**config.mk**
```make
export PLATFORM = sky130hd
export DESIGN_NAME = fir4_avg_out_stage_flat
export DESIGN_NICKNAME = d
export VERILOG_FILES = /design/src/rtl/fir4_avg_out_stage_pkg.sv /design/src/rtl/fir4_avg_out_stage_if.sv /design/src/rtl/fir4_avg_out_stage_sync_fifo.sv /design/src/rtl/fir4_avg_out_stage.sv /design/src/flat_wrapper.sv
export SDC_FILE = /design/constraint.sdc
export NUM_CORES = 1
export LEC_CHECK = 0
export CORE_UTILIZATION = 35
export DETAILED_ROUTE_END_ITERATION = 10
export GPL_TIMING_DRIVEN = 0
export MAX_ROUTING_LAYER = met4
export PLACE_DENSITY = 0.63
export RECOVER_POWER = 25
export SETUP_SLACK_MARGIN = 0.4
export SLEW_MARGIN = 0
export SYNTH_ARGS = -nofsm -noshare
export SYNTH_HDL_FRONTEND = slang
export SYNTH_SLANG_ARGS = --single-unit
```
**constraint.sdc**
```tcl
create_clock -name clk -period 4.3 [get_ports clk]
set_input_delay 1.075 -clock clk [delete_from_list [all_inputs] [get_ports clk]]
set_output_delay 1.075 -clock clk [all_outputs]
set_load 0.02 [all_outputs]
```
**src/rtl/fir4_avg_out_stage_pkg.sv**
```systemverilog
// Shared defaults, types and arithmetic constants for the FIR averaging output stage.
package fir4_pkg;

   localparam int FIR4_W      = 16;          // sample width
   localparam int FIR4_WARMUP = 3;           // sums discarded after reset
   localparam int FIR4_DEPTH  = 4;           // output FIFO entries
   localparam int SUM_W       = FIR4_W + 2;  // tap-sum width

   localparam int ROUND_BIAS  = 2;           // half of the divisor, for round-half-up
   localparam int SHIFT       = 2;           // divide by 4

   typedef logic signed [FIR4_W-1:0] sample_t;
   typedef logic signed [SUM_W-1:0]  sum_t;

   typedef enum logic {
      WARM = 1'b0,
      RUN  = 1'b1
   } avg_state_e;

endpackage

```
**src/rtl/fir4_avg_out_stage_if.sv**
```systemverilog
// Sum input and averaged output handshake bundle of the averaging stage.
// slave: the averaging stage itself; master: the surrounding producer/sink.
interface fir4_avg_out_stage_if #(parameter int W = fir4_pkg::FIR4_W) ();

   logic [W+1:0] sum_in;
   logic         sum_valid;
   logic [W-1:0] avg_out;
   logic         avg_valid;
   logic         avg_ready;

   modport slave (
      input  sum_in,
      input  sum_valid,
      output avg_out,
      output avg_valid,
      input  avg_ready
   );

   modport master (
      output sum_in,
      output sum_valid,
      input  avg_out,
      input  avg_valid,
      output avg_ready
   );

endinterface

```
**src/rtl/fir4_avg_out_stage_sync_fifo.sv**
```systemverilog
// Synchronous FIFO whose head entry lives in a dedicated register, so the
// output data and valid come straight from flops. No write-to-read bypass:
// a write into an empty FIFO becomes visible on the following cycle.
module fir4_sync_fifo #(
   parameter int WIDTH = 16,
   parameter int DEPTH = 4
) (
   input  logic             clk,
   input  logic             reset_n,
   input  logic             push_i,
   input  logic [WIDTH-1:0] wdata_i,
   input  logic             pop_i,
   output logic [WIDTH-1:0] head_o,
   output logic             head_valid_o,
   output logic             full_o,
   output logic             empty_o
);

   localparam int AW = $clog2(DEPTH);
   localparam int CW = AW + 1;

   logic [WIDTH-1:0] mem_q [DEPTH];
   logic [AW-1:0]    wr_ptr_q, wr_ptr_d;
   logic [AW-1:0]    rd_ptr_q, rd_ptr_d;
   logic [AW-1:0]    rd_next;
   logic [CW-1:0]    count_q, count_d;
   logic [WIDTH-1:0] head_q, head_d;
   logic             valid_q;
   logic             push_ok;
   logic             pop_ok;

   assign full_o  = (count_q == CW'(DEPTH));
   assign empty_o = (count_q == '0);
   assign pop_ok  = pop_i && !empty_o;
   // A push into a full FIFO only lands if a pop frees a slot on the same edge.
   assign push_ok = push_i && (!full_o || pop_ok);
   assign rd_next = rd_ptr_q + AW'(1);

   // Next pointers, occupancy and the value the head register should hold.
   always_comb begin
      wr_ptr_d = wr_ptr_q;
      rd_ptr_d = rd_ptr_q;
      count_d  = count_q;
      head_d   = head_q;
      if (push_ok) wr_ptr_d = wr_ptr_q + AW'(1);
      if (pop_ok)  rd_ptr_d = rd_next;
      case ({push_ok, pop_ok})
         2'b10:   count_d = count_q + CW'(1);
         2'b01:   count_d = count_q - CW'(1);
         default: count_d = count_q;
      endcase
      if (push_ok && empty_o) begin
         head_d = wdata_i;
      end else if (pop_ok) begin
         // With a single entry left, the only possible successor is the word being pushed now.
         if (count_q == CW'(1)) begin
            if (push_ok) head_d = wdata_i;
         end else begin
            head_d = mem_q[rd_next];
         end
      end
   end

   // Storage array; data needs no reset since occupancy guards every read.
   always_ff @(posedge clk) begin
      if (push_ok) mem_q[wr_ptr_q] <= wdata_i;
   end

   // Pointer, occupancy and head registers.
   always_ff @(posedge clk or negedge reset_n) begin
      if (!reset_n) begin
         wr_ptr_q <= '0;
         rd_ptr_q <= '0;
         count_q  <= '0;
         head_q   <= '0;
         valid_q  <= 1'b0;
      end else begin
         wr_ptr_q <= wr_ptr_d;
         rd_ptr_q <= rd_ptr_d;
         count_q  <= count_d;
         head_q   <= head_d;
         valid_q  <= (count_d != '0);
      end
   end

   assign head_o       = head_q;
   assign head_valid_o = valid_q;

endmodule

```
**src/rtl/fir4_avg_out_stage.sv**
```systemverilog
// Averaging output stage: rounds the 4-tap sum down to a sample (divide by 4,
// round half up, saturate), discards the warm-up sums after reset, and queues
// averages in a FIFO behind a valid/ready handshake with overflow tracking.
module fir4_avg_out_stage
   import fir4_pkg::*;
#(
   parameter int W      = FIR4_W,
   parameter int WARMUP = FIR4_WARMUP,
   parameter int DEPTH  = FIR4_DEPTH
) (
   input  logic                     clk,
   input  logic                     reset_n,
   fir4_avg_out_stage_if.slave      bus,
   input  logic                     clr_ovf,
   output logic                     ovf_sticky,
   output logic [7:0]               drop_cnt
);

   localparam int WCW = (WARMUP > 0) ? $clog2(WARMUP + 1) : 1;
   localparam logic signed [W+2:0] AVG_MAX = (W+3)'((1 << (W - 1)) - 1);
   localparam logic signed [W+2:0] AVG_MIN = ~AVG_MAX;

   avg_state_e          state_q, state_d;
   logic [WCW-1:0]      warm_cnt_q, warm_cnt_d;
   logic                accept;
   logic signed [W+2:0] t_sum;
   logic signed [W+2:0] q_sum;
   logic [W-1:0]        s1_data_d;
   logic [W-1:0]        s1_data_q;
   logic                s1_valid_q;
   logic                fifo_pop;
   logic                fifo_full;
   logic                fifo_empty;
   logic                drop;
   logic                ovf_q, ovf_d;
   logic [7:0]          drop_cnt_q, drop_cnt_d;

   // Warm-up FSM: count and swallow the first WARMUP sums, then pass everything.
   always_comb begin
      state_d    = state_q;
      warm_cnt_d = warm_cnt_q;
      accept     = 1'b0;
      case (state_q)
         WARM: begin
            if (bus.sum_valid) begin
               warm_cnt_d = warm_cnt_q + WCW'(1);
               if (warm_cnt_q == WCW'(WARMUP - 1)) state_d = RUN;
            end
         end
         RUN:     accept = bus.sum_valid;
         default: state_d = WARM;
      endcase
   end

   // FSM state and warm-up counter; a zero-length warm-up starts directly in RUN.
   always_ff @(posedge clk or negedge reset_n) begin
      if (!reset_n) begin
         state_q    <= (WARMUP == 0) ? RUN : WARM;
         warm_cnt_q <= '0;
      end else begin
         state_q    <= state_d;
         warm_cnt_q <= warm_cnt_d;
      end
   end

   // Divide by 4 with round-half-up, then saturate to the signed sample range.
   always_comb begin
      t_sum = $signed({bus.sum_in[W+1], bus.sum_in}) + $signed((W+3)'(ROUND_BIAS));
      q_sum = t_sum >>> SHIFT;
      if (q_sum > AVG_MAX) begin
         s1_data_d = AVG_MAX[W-1:0];
      end else if (q_sum < AVG_MIN) begin
         s1_data_d = AVG_MIN[W-1:0];
      end else begin
         s1_data_d = q_sum[W-1:0];
      end
   end

   // Stage-1 register holding the rounded average ahead of the FIFO write.
   always_ff @(posedge clk or negedge reset_n) begin
      if (!reset_n) begin
         s1_valid_q <= 1'b0;
         s1_data_q  <= '0;
      end else begin
         s1_valid_q <= accept;
         if (accept) s1_data_q <= s1_data_d;
      end
   end

   assign fifo_pop = bus.avg_ready && !fifo_empty;
   // A stage-1 result is lost only when the FIFO is full and nothing leaves this cycle.
   assign drop     = s1_valid_q && fifo_full && !fifo_pop;

   fir4_sync_fifo #(
      .WIDTH (W),
      .DEPTH (DEPTH)
   ) u_fifo (
      .clk          (clk),
      .reset_n      (reset_n),
      .push_i       (s1_valid_q),
      .wdata_i      (s1_data_q),
      .pop_i        (fifo_pop),
      .head_o       (bus.avg_out),
      .head_valid_o (bus.avg_valid),
      .full_o       (fifo_full),
      .empty_o      (fifo_empty)
   );

   // Overflow flag (a drop beats a simultaneous clear) and saturating drop counter.
   always_comb begin
      ovf_d      = ovf_q;
      drop_cnt_d = drop_cnt_q;
      if (drop) begin
         ovf_d = 1'b1;
         if (drop_cnt_q != 8'hFF) drop_cnt_d = drop_cnt_q + 8'd1;
      end else if (clr_ovf) begin
         ovf_d = 1'b0;
      end
   end

   // Flag registers.
   always_ff @(posedge clk or negedge reset_n) begin
      if (!reset_n) begin
         ovf_q      <= 1'b0;
         drop_cnt_q <= '0;
      end else begin
         ovf_q      <= ovf_d;
         drop_cnt_q <= drop_cnt_d;
      end
   end

   assign ovf_sticky = ovf_q;
   assign drop_cnt   = drop_cnt_q;

endmodule

```
**src/flat_wrapper.sv**
```systemverilog
// flat-port wrapper written by rule: the top's interface ports become plain ports
module fir4_avg_out_stage_flat import fir4_pkg::*;
#(
   parameter int W      = FIR4_W,
   parameter int WARMUP = FIR4_WARMUP,
   parameter int DEPTH  = FIR4_DEPTH
)
  (clk, reset_n, clr_ovf, ovf_sticky, drop_cnt, bus_sum_in, bus_sum_valid, bus_avg_out, bus_avg_valid, bus_avg_ready);
  fir4_avg_out_stage_if #(.W(W)) bus_i ();
  input  logic clk;
  input  logic reset_n;
  input  logic clr_ovf;
  output logic ovf_sticky;
  output logic [7:0] drop_cnt;
  input wire logic [$bits(bus_i.sum_in)-1:0] bus_sum_in;
  input wire logic [$bits(bus_i.sum_valid)-1:0] bus_sum_valid;
  output wire logic [$bits(bus_i.avg_out)-1:0] bus_avg_out;
  output wire logic [$bits(bus_i.avg_valid)-1:0] bus_avg_valid;
  input wire logic [$bits(bus_i.avg_ready)-1:0] bus_avg_ready;
  assign bus_i.sum_in = bus_sum_in;
  assign bus_i.sum_valid = bus_sum_valid;
  assign bus_avg_out = bus_i.avg_out;
  assign bus_avg_valid = bus_i.avg_valid;
  assign bus_i.avg_ready = bus_avg_ready;
  fir4_avg_out_stage #(.W(W), .WARMUP(WARMUP), .DEPTH(DEPTH)) u_core (.clk(clk), .reset_n(reset_n), .bus(bus_i), .clr_ovf(clr_ovf), .ovf_sticky(ovf_sticky), .drop_cnt(drop_cnt));
endmodule
```
Word-level counts from Yosys, hierarchy flattened
Memories as Yosys holds them, arrays and structs flattened.
Index checks and enable logic that the tools add are counted.
Word-level totals
  register bits: 53
  memory bits (writable): 64
  input bits: 23
  output and inout port bits: 26
  logic and storage cells: 61
  memories kept: 1
Memory list
  u_core.u_fifo.mem_q: depth 4, width 16, rd ports 1, clocked after memory_dff 0, write ports 1, line fir4_avg_out_stage_sync_fifo.sv:22  | logic [WIDTH-1:0] mem_q [DEPTH];
Operators by class
  $add $sub $neg: 7
  $lt $le $gt $ge: 2
  equal/unequal tests: 7
  multiplexer cells: 15
  bitwise logic cells: 1
  reduce and logical (&&, ||, !) cells: 17
Operator list (number)
  16-bit 2-to-1 mux: 6
  18-bit by 3-bit adder with 19-bit output (second input constant): 1
  17-bit by 16-bit greater-than comparator with 1-bit output (second input constant): 1
  17-bit by 16-bit < comparator with 1-bit output (second input constant): 1
  8-bit by 1-bit adder with 8-bit output (second input constant): 1
  1-bit 2-to-1 mux: 8
  8-bit != test (second input constant): 1
  2-bit by 1-bit adder with 2-bit output (second input constant): 3
  1-bit logical AND: 6
  3-bit case mux with 2 select lines: 1
  2-bit AND reduction: 3
  2-bit == test (second input constant): 2
  2-bit nonzero test: 2
  3-bit by 1-bit adder with 3-bit output (second input constant): 1
  3-bit by 1-bit == test with 1-bit output (second input constant): 1
  3-bit == test (second input constant): 1
  1-bit logical NOT: 3
  3-bit logical NOT: 1
  3-bit != test (second input constant): 1
  3-bit nonzero test: 1
  3-bit by 1-bit subtractor with 3-bit output (second input constant): 1
  2-bit by 1-bit == test with 1-bit output (second input constant): 1
  1-bit logical OR: 1
  1-bit inverter: 1

Longest topological paths before layout
  word-level depth: 10
  gate-level depth with buffers: 11
  gate-level depth less buffers: 11

By module
Synthesis repeated with hierarchy kept, for this count alone.
Unflattened totals
  cell total of the unflattened synthesis: 379
  area total of the unflattened synthesis: 5161.2 µm²
Modules (own cells, without submodules)
  fir4_sync_fifo: times used 1, cells an instance 229, area an instance 3682.3 µm², sequential area each 2522.4 µm²
  fir4_avg_out_stage: times used 1, cells an instance 150, area an instance 1478.9 µm², sequential area each 725.7 µm²

Least setup slack after synthesis
OpenSTA, ideal clock, no wires.
  path type: in2reg
  start: input port bus_avg_ready
  end: register u_core.u_fifo.valid_q (netlist: u_core.u_fifo.head_valid_o)
  library setup time: 0.131 ns
  arrival: 2.525 ns
  data required time: 4.169 ns
  path slack: 1.644 ns
  cell stages on the path: 7
  buffers on the path: 0
  cell sequence: nor2b_1 a21boi_1 inv_1 ha_1 o21ai_0 o31ai_1 or3_1
Between the ends
  word-level cells in the longest chain between the ends: 7
  elaborated cells between the ends (all ways): 8
  those cells by class: eq/ne (2); mux (1); reduce/logical (5)
Ends and longest elaborated chain
  from (decl): line flat_wrapper.sv:19  | input wire logic [$bits(bus_i.avg_ready)-1:0] bus_avg_ready;
  1-bit logical AND *: line fir4_avg_out_stage.sv:90  | assign fifo_pop = bus.avg_ready && !fifo_empty;
  1-bit logical AND *: line fir4_avg_out_stage_sync_fifo.sv:34  | assign pop_ok = pop_i && !empty_o;
  1-bit logical OR *: line fir4_avg_out_stage_sync_fifo.sv:36  | assign push_ok = push_i && (!full_o || pop_ok);
  1-bit logical AND *: line fir4_avg_out_stage_sync_fifo.sv:36
  via u_core.u_fifo.push_ok: line fir4_avg_out_stage_sync_fifo.sv:29  | logic push_ok;
  2-bit by 1-bit == test with 1-bit output or 2-bit == test (tied branches): line fir4_avg_out_stage_sync_fifo.sv:47  | case ({push_ok, pop_ok})
  3-bit case mux with 2 select lines *: line fir4_avg_out_stage_sync_fifo.sv:47
  via u_core.u_fifo.count_d[2]: line fir4_avg_out_stage_sync_fifo.sv:26  | logic [CW-1:0] count_q, count_d;
  3-bit nonzero test *: line fir4_avg_out_stage_sync_fifo.sv:82  | valid_q <= (count_d != '0);
  to (signal assigned): line fir4_avg_out_stage_sync_fifo.sv:82
  to (decl): line fir4_avg_out_stage_sync_fifo.sv:28  | logic valid_q;
The timed path passes the listed nets; every way through them passes the cells marked *.
A chain may end at the register's enable or synchronous reset.

Worst setup path after layout
Ends and elaborated chain as after synthesis.

==> impl_metrics.ini <==
[run_status]
status = complete, no violations

[clock_tree]
ctsResizeCount = 0
postCtsSetupBuffers = 0
cts_buffer_depth = 2
htreeDepth = 4
cts_hold_repair.buffers = 0
clk_latency_ps = 410
cts_tree = done
cts_root_buf = clkbuf_16
clk_pin_slew_ps = 60
cts_buffers = 17
cts.sinks = 117

[grt]
overflow = 0
grt_pass1_vias = 3079
grt_pass1_wl_um = 16000
antenna_found_initial = 0
grt_use_total_pct = 14.9
grt_start_max_net_pins = 32

[logic_synthesis]
synth_nets = 400
synth_edf_count = 64
synth_cell_types = 48
synth_largest_area_cell = edfxtp_1
yosysTopAreaCellShare_pct = 37.5
syn-cell-area_um2 = 5130
ys_async_sr_fraction_pct = 45.3
yosysWarnings = 0
synth_seq_cells = 117
ys_seq_area_share_pct = 63.3
synthFlopType = edfxtp_1
yosys-top-cells-count = edfxtp_1 (64), dfrtp_1 (53), nand2_1 (33)
synth_most_common_cell = edfxtp_1
postSynthAreaPerCell_um2 = 14.1
post_synth_inst_count = 364
synthTopCellsByArea = edfxtp_1 (37%), dfrtp_1 (26%), mux4_2 (7.0%), mux2i_1 (3.3%), ha_1 (3.2%)

[die]
die_x_um = 123
core_region_area_um2 = 14100
rows = 43
die_h_um = 123
die_area_um2 = 15100
io_pins = 49
start_util_pct = 36.4

[critical_path]
critPathLaunch = bus_avg_ready
setup.worst_path.end = u_core.u_fifo.head_valid_o
cp.required_ps = 4580
arrival_ps = 3310
r2r_cells = 8
timing.rr.end = u_core.u_fifo.head_valid_o
startpoint_type = primary input
critPathMaxFanout = 9
timing.rr.start = u_core.u_fifo.count_q[0]
rrSetupSlack_ps = 1760
crit_type = in -> reg
end_kind = flip-flop

[drt]
drtAntennaViolNets = 0
wl_met2_um = 4790
num_vias = 3099
topRoutingLayerUsed = met4
vias_per_cell = 4.97
wl_met1_um = 4560
wl_um = 9830
drc = 0
firstDrtPassIters = 4
route.met3.wl_um = 356
first_iter_violations = 125
wl_per_cell_um = 15.8

[job]
drv_cap = 0

[sta]
max_slew_margin_pct = 9.50
finalMaxSlewViolations = 0
rsz0062_at_grt = false
finalHoldViolations = 0
finClkSkew_ps = 6.27
hold_slack_ps = 481
post-route-period-util_pct = 70.4
timing.setup.tns_ps = 0
setup_viol = 0
fmax_mhz = 330
period_minus_slack_ps = 3030
worstMarginPinSlew_ps = 1360

[power_and_ir_drop]
leakage_nw = 2.40
powerDensity_nw_per_um2 = 672
p_total_mw = 4.31
peakVddDrop_uv = 356

[final_layout]
areaGrowthSynthToFinish_pct = 24.9
stdcell_count = 623
final_area_um2 = 6410
nets = 466
drive_above_1_share_pct = 16.0
antenna_cells = 0

[placed_design]
numPortBuffers = 46
placed_area_um2 = 5830
dp_hpwl_um = 6880
gp_congestion = 0.853
place_inst = 591

[worst_hold_path]
hold_path.class = reg -> reg
[registers in the layout, summed over array words and instances (netlist names)]
signal / count
u_core.u_fifo.mem_q: 64
u_core.s1_data_q: 16
u_core.u_fifo.head_o: 16
u_core.drop_cnt: 8
u_core.u_fifo.count_q: 3
u_core.u_fifo.rd_ptr_q: 2
u_core.u_fifo.wr_ptr_q: 2
u_core.warm_cnt_q: 2
u_core.ovf_sticky: 1
u_core.s1_valid_q: 1
u_core.state_q: 1
u_core.u_fifo.head_valid_o: 1
[final cells by class]
cell class | instances | area, um^2
flip-flops and latches | 117 | 3250
repair buffers | 47 | 474
clock inverters | 14 | 151
well taps | 180 | 225
multi-input cells | 223 | 1780
clock buffers | 18 | 429
inverters | 12 | 45.0
plain buffers | 12 | 61.3
fillers | 1263 | 7680
[routing by layer]
metal  vias to the layer above  GRT usage (%)
met3                        10           4.06
met4                         0           4.74
li1                       1487              -
met5                         -              -
met2                        66           23.9
met1                      1536           18.4
[how the worst min path moves through the flow]
stage	start	endpoint	slack (ps)	depth (start not counted)
5_1_grt	u_core.warm_cnt_q[0]	u_core.warm_cnt_q[0]	510	1
2_1_floorplan	u_core.state_q	u_core.state_q	440	1
6_report	u_core.warm_cnt_q[0]	u_core.warm_cnt_q[0]	480	1
3_5_place_dp	u_core.warm_cnt_q[0]	u_core.warm_cnt_q[0]	480	1
3_3_place_gp	u_core.state_q	u_core.state_q	460	1
4_1_cts	u_core.warm_cnt_q[0]	u_core.warm_cnt_q[0]	490	1
[placed cells by master, fill, tap and decap left out, types with 5 or more instances in the layout]
cell             instances
a21oi_1                  6
a21oi_2                  7
and2_1                   6
clkbuf_1                 8
clkbuf_16               17
clkdlybuf4s50_1         45
dfrtp_1                 53
edfxtp_1                64
ha_1                    13
inv_1                   12
mux2i_1                 17
mux4_2                  16
nand2_1                 33
nand3_1                  7
nand4_1                  7
nor2_1                  21
o21ai_0                  8
o21ai_1                 20
xnor2_1                 16
xor2_1                   5
[metrics by stage]
| step | util (%) | setup slack, ps |
|---|---|---|
| after CTS | 45.5 | 1280 |
| after global routing | 45.5 | 1160 |
| after detailed placement | 41.4 | 851 |
| after floorplan | - | 1640 |
| final | 45.5 | 1270 |
| after global placement | 41.3 | 496 |
[power breakdown]
group	switching [mW]	leakage (nW)	internal, mW
Sequential	0.147	1.22	1.51
Clock	0.516	0.271	0.857
Combinational	0.695	0.909	0.582
[logic make-up after synthesis]
| kind of cell | synth area share [%] |
|---|---|
| multiplexers | 10.6 |
| adder cells (fa/ha/maj) | 3.17 |
| AND/OR/NAND/NOR | 9.88 |
| flip-flops | 63.3 |
| AO/OA/AOI/OAI | 7.44 |
| buffers and inverters | 2.07 |
| XOR/XNOR | 3.58 |
[critical path, stage by stage]
cell,delay (ps)
clkdlybuf4s50_1,490
nor2b_1,60
a21boi_1,510
inv_1,100
ha_1,380
o21ai_0,200
o31ai_1,110
or3_1,370
Power figures use the tool's default switching activity.
